### src/rtl/dvp_capture.sv
// dvp_capture: DVP camera capture stage feeding the frame assembler.
// Registers the 8-bit YUV422 camera bus, picks the luma byte of every pixel
// pair and forwards it with a 2-bit qualifier (0 blank, 1 pixel, 2 line end,
// 3 frame end). Enforces H_ACTIVE x V_ACTIVE frame geometry and reports each
// frame as well-formed (frame_done) or malformed (frame_error).
// Optional build macro DVP_TEST_PATTERN_EN adds a test_mode input that
// replaces the camera luma with col[7:0] ^ row[7:0].
module dvp_capture #(
    parameter int H_ACTIVE = 320,
    parameter int V_ACTIVE = 240,
    parameter int Y_FIRST  = 1
) (
    input  logic       clk,
    input  logic       rst,
    input  logic       enable,
`ifdef DVP_TEST_PATTERN_EN
    input  logic       test_mode,
`endif
    input  logic       cam_vsync,
    input  logic       cam_href,
    input  logic [7:0] cam_data,
    output logic [7:0] data,
    output logic [1:0] state,
    output logic [7:0] line_count,
    output logic       frame_done,
    output logic       frame_error
);

    // Geometry limits at counter width; col is 9 bits, row is 8 bits.
    localparam logic [8:0] H_MAX = 9'(H_ACTIVE);
    localparam logic [7:0] V_MAX = 8'(V_ACTIVE);

    // Byte phase that carries luma: 0 for YUYV, 1 for UYVY.
    localparam logic LUMA_PHASE = (Y_FIRST != 0) ? 1'b0 : 1'b1;

    // Output qualifier codes.
    localparam logic [1:0] ST_BLANK = 2'd0;
    localparam logic [1:0] ST_PIX   = 2'd1;
    localparam logic [1:0] ST_LEND  = 2'd2;
    localparam logic [1:0] ST_FEND  = 2'd3;

    typedef enum logic [1:0] {
        S_IDLE   = 2'd0,
        S_SYNC   = 2'd1,
        S_ACTIVE = 2'd2,
        S_END    = 2'd3
    } fsm_t;

    // Saturating increments: a counter parked at all-ones never wraps back
    // into the range of valid column/row numbers.
    function automatic logic [8:0] sat_inc9(input logic [8:0] v);
        return (v == 9'h1FF) ? v : v + 9'd1;
    endfunction

    function automatic logic [7:0] sat_inc8(input logic [7:0] v);
        return (v == 8'hFF) ? v : v + 8'd1;
    endfunction

    fsm_t       r_fsm;
    logic       r_vsync;
    logic       r_vsync_d;
    logic       r_href;
    logic       r_href_d;
    logic [7:0] r_data;
    logic       r_phase;
    logic [8:0] r_col;
    logic [7:0] r_row;
    logic       r_err;

    logic       w_vs_rise;
    logic       w_vs_fall;
    logic       w_href_rise;
    logic       w_href_fall;
    logic       w_byte_ok;
    logic       w_cur_phase;
    logic       w_is_luma;
    logic       w_col_ok;
    logic       w_row_ok;
    logic [7:0] w_pix_byte;

    // Input stage: register the camera bus once and keep the previous
    // vsync/href sample for edge detection.
    always_ff @(posedge clk) begin
        if (rst) begin
            r_vsync   <= 1'b0;
            r_vsync_d <= 1'b0;
            r_href    <= 1'b0;
            r_href_d  <= 1'b0;
            r_data    <= 8'h00;
        end else begin
            r_vsync   <= cam_vsync;
            r_vsync_d <= r_vsync;
            r_href    <= cam_href;
            r_href_d  <= r_href;
            r_data    <= cam_data;
        end
    end

    // Edge detection, byte phase and luma selection on the registered bus.
    always_comb begin
        w_vs_rise   = r_vsync & ~r_vsync_d;
        w_vs_fall   = ~r_vsync & r_vsync_d;
        w_href_rise = r_href & ~r_href_d;
        w_href_fall = ~r_href & r_href_d;
        // Bytes presented while vsync is high are not part of any line.
        w_byte_ok   = r_href & ~r_vsync;
        // The first byte of every line is phase 0 regardless of history.
        w_cur_phase = w_href_rise ? 1'b0 : r_phase;
        w_is_luma   = w_byte_ok & (w_cur_phase == LUMA_PHASE);
        w_col_ok    = (r_col < H_MAX);
        w_row_ok    = (r_row < V_MAX);
`ifdef DVP_TEST_PATTERN_EN
        w_pix_byte  = test_mode ? (r_col[7:0] ^ r_row[7:0]) : r_data;
`else
        w_pix_byte  = r_data;
`endif
    end

    // Capture FSM with registered outputs, geometry counters and error flag.
    always_ff @(posedge clk) begin
        if (rst) begin
            r_fsm       <= S_IDLE;
            r_phase     <= 1'b0;
            r_col       <= 9'd0;
            r_row       <= 8'd0;
            r_err       <= 1'b0;
            data        <= 8'h00;
            state       <= ST_BLANK;
            line_count  <= 8'd0;
            frame_done  <= 1'b0;
            frame_error <= 1'b0;
        end else begin
            state       <= ST_BLANK;
            frame_done  <= 1'b0;
            frame_error <= 1'b0;

            case (r_fsm)
                S_IDLE: begin
                    if (enable) begin
                        r_fsm <= S_SYNC;
                    end
                end

                S_SYNC: begin
                    // Frame starts at the end of the vsync pulse.
                    if (w_vs_fall) begin
                        r_fsm      <= S_ACTIVE;
                        r_phase    <= 1'b0;
                        r_col      <= 9'd0;
                        r_row      <= 8'd0;
                        r_err      <= 1'b0;
                        line_count <= 8'd0;
                    end
                end

                S_ACTIVE: begin
                    if (w_byte_ok) begin
                        r_phase <= ~w_cur_phase;
                        if (w_is_luma) begin
                            if (w_col_ok && w_row_ok) begin
                                data  <= w_pix_byte;
                                state <= ST_PIX;
                                r_col <= sat_inc9(r_col);
                            end else begin
                                // Pixel past the line width or line past the
                                // frame height: dropped and the frame is bad.
                                r_err <= 1'b1;
                            end
                        end
                    end

                    if (w_href_fall) begin
                        if ((r_col != H_MAX) || !w_row_ok) begin
                            r_err <= 1'b1;
                        end
                        if (w_row_ok) begin
                            state      <= ST_LEND;
                            r_row      <= sat_inc8(r_row);
                            line_count <= sat_inc8(r_row);
                        end
                        r_col <= 9'd0;
                    end

                    // A line end in the same cycle is reported first; the
                    // frame end follows from S_END on the next cycle.
                    if (w_vs_rise) begin
                        r_fsm <= S_END;
                    end
                end

                S_END: begin
                    state <= ST_FEND;
                    if ((r_row == V_MAX) && !r_err) begin
                        frame_done <= 1'b1;
                    end else begin
                        frame_error <= 1'b1;
                    end
                    r_fsm <= enable ? S_SYNC : S_IDLE;
                end

                default: begin
                    r_fsm <= S_IDLE;
                end
            endcase
        end
    end

endmodule

### config.mk
export PLATFORM = sky130hd
export DESIGN_NAME = dvp_capture
export DESIGN_NICKNAME = d
export VERILOG_FILES = /design/src/rtl/dvp_capture.sv
export SDC_FILE = /design/constraint.sdc
export NUM_CORES = 1
export LEC_CHECK = 0
export ABC_AREA = 0
export BUFFER_PORTS_ARGS = -buffer_cell sky130_fd_sc_hd__buf_2
export CELL_PAD_IN_SITES_DETAIL_PLACEMENT = 1
export CELL_PAD_IN_SITES_GLOBAL_PLACEMENT = 2
export CORE_MARGIN = 2
export CORE_UTILIZATION = 30
export CTS_CLUSTER_DIAMETER = 30
export DETAILED_ROUTE_END_ITERATION = 8
export HOLD_SLACK_MARGIN = 0.12
export MAX_ROUTING_LAYER = met4
export PLACE_DENSITY_LB_ADDON = 0.1
export SLEW_MARGIN = 20
export SYNTH_ARGS = -nofsm -noshare
export SYNTH_HDL_FRONTEND = slang
export SYNTH_SLANG_ARGS = --single-unit
export TNS_END_PERCENT = 1
### constraint.sdc
create_clock -name clk -period 4.95 [get_ports clk]
set_input_delay 0.99 -clock clk [delete_from_list [all_inputs] [get_ports clk]]
set_output_delay 0.99 -clock clk [all_outputs]
set_load 0.02 [all_outputs]
=== After elaboration in Yosys (flattened, before gate mapping) ===
Index checks and enable logic that the tools add are counted.

* Flip-flop bits (word level): 45
* Input bits: 13
* Output and inout bits: 20

* Add/sub/neg operators: 2
* $lt $le $gt $ge: 2
* Eq/ne operators: 18
* Multiplexer cells: 35
* Bitwise gates (word level): 12
* Reductions and logical operators: 14

{| class="wikitable"
|+ Operators with widths
! operator !! count
|-
| two-way mux 9 bit || 6
|-
| two-way mux 8 bit || 4
|-
| one-hot mux 9 bit (2 select lines) || 1
|-
| equality test 8 bit, second input constant || 2
|-
| one-hot mux 8 bit (2 select lines) || 1
|-
| two-way mux 1 bit || 14
|-
| != test 2 bit, second input constant || 6
|-
| != test 3 bit, second input constant || 4
|-
| two-way mux 2 bit || 5
|-
| adder 9 x 1 -> 9 bit, second input constant || 1
|-
| equality test 9 bit, second input constant || 1
|-
| less-than comparator 9 bit, second input constant || 1
|-
| != test 9 bit, second input constant || 1
|-
| adder 8 x 1 -> 8 bit, second input constant || 1
|-
| less-than comparator 8 bit, second input constant || 1
|-
| one-hot mux 2 bit (4 select lines) || 1
|-
| AND 1 bit || 6
|-
| inverter 1 bit || 6
|-
| AND reduction 3 bit || 2
|-
| AND reduction 6 bit || 1
|-
| AND reduction 5 bit || 1
|-
| equality test 2 bit, second input constant || 2
|-
| != test 4 bit, second input constant || 1
|-
| one-hot mux 1 bit (2 select lines) || 2
|-
| 10 further kinds || 12
|}

=== Longest topological paths before layout ===
* Depth in word-level cells: 10
* Depth in mapped cells: 7
* Depth with buffers taken out: 6

=== Least setup slack after synthesis ===
OpenSTA, ideal clock, no wires.

* Path kind: input to register
* Start: in rst
* End: reg r_col[1]
* Setup time: 0.086 ns
* Arrival time: 2.060 ns
* Required time: 4.864 ns
* Path slack: 2.804 ns
* Cell stages on the path: 4
* Cell sequence: clkbuf_1 > nor3b_1 > nor2_1 > a221oi_2

{| class="wikitable"
|+ RTL lines
! item !! line !! RTL
|-
| start: declaration || 14 || <nowiki>input logic rst,</nowiki>
|-
| end signal: assignment || 163 || <nowiki>r_col <= sat_inc9(r_col);</nowiki>
|-
| end: declaration || 66 || <nowiki>logic [8:0] r_col;</nowiki>
|}

=== Worst setup path after layout ===
* Start: reg r_fsm[0]
* End: reg r_col[3]

* Word-level cells in the longest chain between the ends: 3
* Elaborated cells between the ends (all ways): 10
* Classes of those cells: 7 x eq/ne; 1 x mux; 2 x reduce/logical

{| class="wikitable"
|+ Ends and longest elaborated chain
! item !! line !! RTL
|-
| start: declaration || 59 || <nowiki>fsm_t r_fsm;</nowiki>
|-
| start signal: assignment || 198 || <nowiki>r_fsm <= enable ? S_SYNC : S_IDLE;</nowiki>
|-
| equality test 2 bit / equality test 2 x 1 -> 1 bit (equally long branches) || 137 || <nowiki>case (r_fsm)</nowiki>
|-
| != test 3 bit (no source line), or another cell as far along || -- ||
|-
| AND reduction 6 bit (no source line) || -- ||
|}

Parallel ways exist; a longest one is shown, timed or not.
A chain may end at the register's enable or synchronous reset.

==> summary.md <==
| Metric | Value |
|---|---|
| Status | `completed` |
| Clock latency at the later pin of the worst-skew pair | `310 ps` |
| Compound-Gate Fraction of Synth Area | `20.5%` |
| Cts hold-fix bufs | `0` |
| Post-Syn Area | `approximately 2100 µm²` |
| Clk sinks | `45` |
| RSZ-0062 raised after global routing | `no` |
| CTS Buf Count | `5` |
| Post-synth EDFFs | `0` |
| Setup ws final | `2690 ps` |
| Critical path endpoint | `r_col[3]$_SDFFE_PP0P_` |
| R2R depth | `6` |
| Largest family of logic cells by synthesized area | `simple AND/OR/NAND/NOR gates` |
| Register area share after synthesis | `between 40% and 50%` |
| Iteration count of the initial detailed-routing pass | `4` |
| Setup bufs post-CTS | `0` |
| Synth Flop Type | `dfxtp_1` |
| Max-slew violations | `0` |
| Die width | `88.0 µm` |
| CTS resizes | `0` |
| Syn. warnings | `0` |
| Largest area contributor in the netlist | `dfxtp_1` |
| WL/cell | `between 10 and 15 µm` |
| # DRC | `0` |
| Distinct cells, synth | `47` |
| Count leader, synth | `dfxtp_1` |
| Area share of xor/xnor cells in the synthesized design | `0%` |
| Crit-path max FO | `16` |
| Fmax achieved | `442 MHz` |
| Post-place setup slack | `2400 ps` |
| Power Total | `0.941 mW` |
| R2R Path Start | `r_fsm[0]$_SDFFE_PP0P_` |
| Gr ovfl total | `0` |
| Final setup violation count | `0` |
| Layout cells sized above 1 | `17.0%` |
| Vias per cell | `5.03` |
| Adder-cell area share of the yosys netlist | `5.91%` |
| Antenna violations before repair | `0` |
| CP required | `5180 ps` |
| Post-layout util | `roughly 36%` |
| CTS clk-pin slew, worst paths | `100 ps` |
| Post-synthesis mux area share | `1.42%` |
| Leak | `0.931 nW` |
| Worst clock skew | `11.6 ps` |
| Seq cells post-synth | `45` |
| Cells after Synth | `between 200 and 250` |
| Final min period | `between 2000 and 2500 ps` |
| Layout Area Growth over Synthesis | `15.5%` |
| Gr usage total | `14.8%` |
| Post-synth top cells | `45 x dfxtp_1, 24 x a21oi_1, 17 x nor2b_1` |
| Max_cap viols | `0` |
| Crit path launch | `r_fsm[0]$_SDFFE_PP0P_` |
| R2R Path End | `r_col[3]$_SDFFE_PP0P_` |
| Crit path DAT | `around 2500 ps` |
| Row cnt | `30` |
| Nets | `292` |
| Fin cells | `366` |
| Final hold violation count | `0` |
| Average cell area after synthesis | `between 8 and 9 µm²` |
| Core Area | `6790 µm²` |
| Share of flip-flops with an asynchronous set or reset | `0%` |
| Worst Tran Pin Value | `869 ps` |
| Setup TNS Final | `0 ps` |
| Largest net degree at the start of global routing | `29` |
| WL final | `5040 µm` |
| Post-Synth Simple-Gate Area | `25.5%` |
| Initial Util | `between 30 and 40%` |
| TritonCTS clock tree | `built` |
| Hold Path Class | `reg -> reg` |
| Top cells by area, synth | `dfxtp_1 43%, ha_1 5.9%, a21oi_1 5.7%, nor2b_1 5.0%, nand3_1 3.8%` |
| Vert. Die Dim | `88.0 µm` |
| Placed insts | `approximately 360` |
| DR vias | `~1,800` |
| Detail Route Antenna Nets | `0` |
| Yosys top cell area share | `between 40% and 50%` |
| Worst VDD drop | `125 µV` |
| Routability cong. | `0.755` |
| Max-slew headroom | `a little over two fifths` |
| Worst setup SP type | `flop` |
| Boundary pin count | `33` |
| Critical path endpoint category | `flop` |
| WS Path Type | `reg -> reg` |
| Max H-tree Level | `2` |
| P per Cell Area | `385 nW/µm²` |
| CTS max path bufs | `2` |
| Root Driver | `clkbuf_8` |
| Die Area | `7740 µm²` |
| Mapped Nets | `263` |
| Port buffer count | `32` |
| DP HPWL | `about 3700 µm` |
| Final Cycle Share | `45.7%` |
| DRT iter0 DRCs | `54` |
| R2r setup slk | `2690 ps` |
| Vias in the first global route | `1,783` |
| N_diodes | `0` |
| Global-route wire length before repair | `8740 µm` |
[where the power goes]
group | switching [mW] | leakage (nW) | total, mW | internal, mW
Sequential | 0.0207 | 0.366 | 0.405 | 0.385
Combinational | 0.200 | 0.520 | 0.302 | 0.102
Clock | 0.133 | 0.0445 | 0.233 | 0.100
Total | 0.354 | 0.931 | 0.941 | 0.587
[how the worst min path moves through the flow]
stage / to / slack (ps) / start / cells past startpoint
finish: data[5]$_SDFFE_PP0P_ / 440 / r_data[5]$_SDFF_PP0_ / 2
detailed placement: data[0]$_SDFFE_PP0P_ / 440 / r_data[0]$_SDFF_PP0_ / 2
global placement: data[5]$_SDFFE_PP0P_ / 440 / r_data[5]$_SDFF_PP0_ / 2
CTS: data[5]$_SDFFE_PP0P_ / 450 / r_data[5]$_SDFF_PP0_ / 2
floorplan: data[0]$_SDFFE_PP0P_ / 430 / r_data[0]$_SDFF_PP0_ / 2
global route: data[5]$_SDFFE_PP0P_ / 460 / r_data[5]$_SDFF_PP0_ / 2
[critical path, cell delays in order (launching register included)]
cell and delay, ps:
dfxtp_1 340, inv_1 140, ha_1 450, nor2_1 120
a211o_1 470, or4_1 530, a21oi_1 140
[sequential cells by signal, indices dropped and copies added (netlist names), 2 cells and up]
register  flops
data          8
r_col         9
r_data        8
r_fsm         2
r_row         8
state         2
[placed cells by master (no fill, tap or decap), types with 2 or more instances in the layout]
cell type	count
a31oi_1	2
nor2b_1	17
or3_1	5
o21ai_1	2
nand2b_1	2
buf_2	32
nor2_1	7
o21ai_0	15
nand2_1	15
a21oi_1	24
and4_1	3
and3_1	2
or4_1	7
a221oi_1	2
nand3_1	16
nor4_1	3
mux2i_1	3
a211o_1	4
ha_1	10
nor3_1	2
dfxtp_1	45
clkbuf_8	5
a211oi_1	2
inv_1	12
o31ai_1	6
nand4_1	4
[cell families after synthesis]
group                      Yosys count
buffers and inverters               22
and+or+nand+nor                     92
AOI/OAI and AO/OA                   68
DFF                                 45
adders and majority gates           10
muxes                                3
[area by class of cell]
class	count	area (µm²)
Multi-Input combinational cell	173	1130
Sequential cell	45	901
Tap cell	96	120
Clock buffer	5	68.8
Clock inverter	3	21.3
Timing Repair Buffer	32	160
Inverter	12	45.0
Fill cell	819	4350
[per-layer routing]
layer  up-vias  routed length (µm)  global-route usage (%)
met5         -                   0                       -
met4         0                  82                    5.59
met3         7                 158                    2.64
met2        26                2320                    22.2
met1       872                2480                    19.9
li1        935                   -                       -
[metrics by stage]
step	instance area [µm²]	hold WS, ps
finish	2440	442
CTS	2440	451
detailed placement	2350	442
floorplan	2120	429
global placement	2350	437
global route	2440	465
No activity file was read; power rests on OpenSTA's default activity.
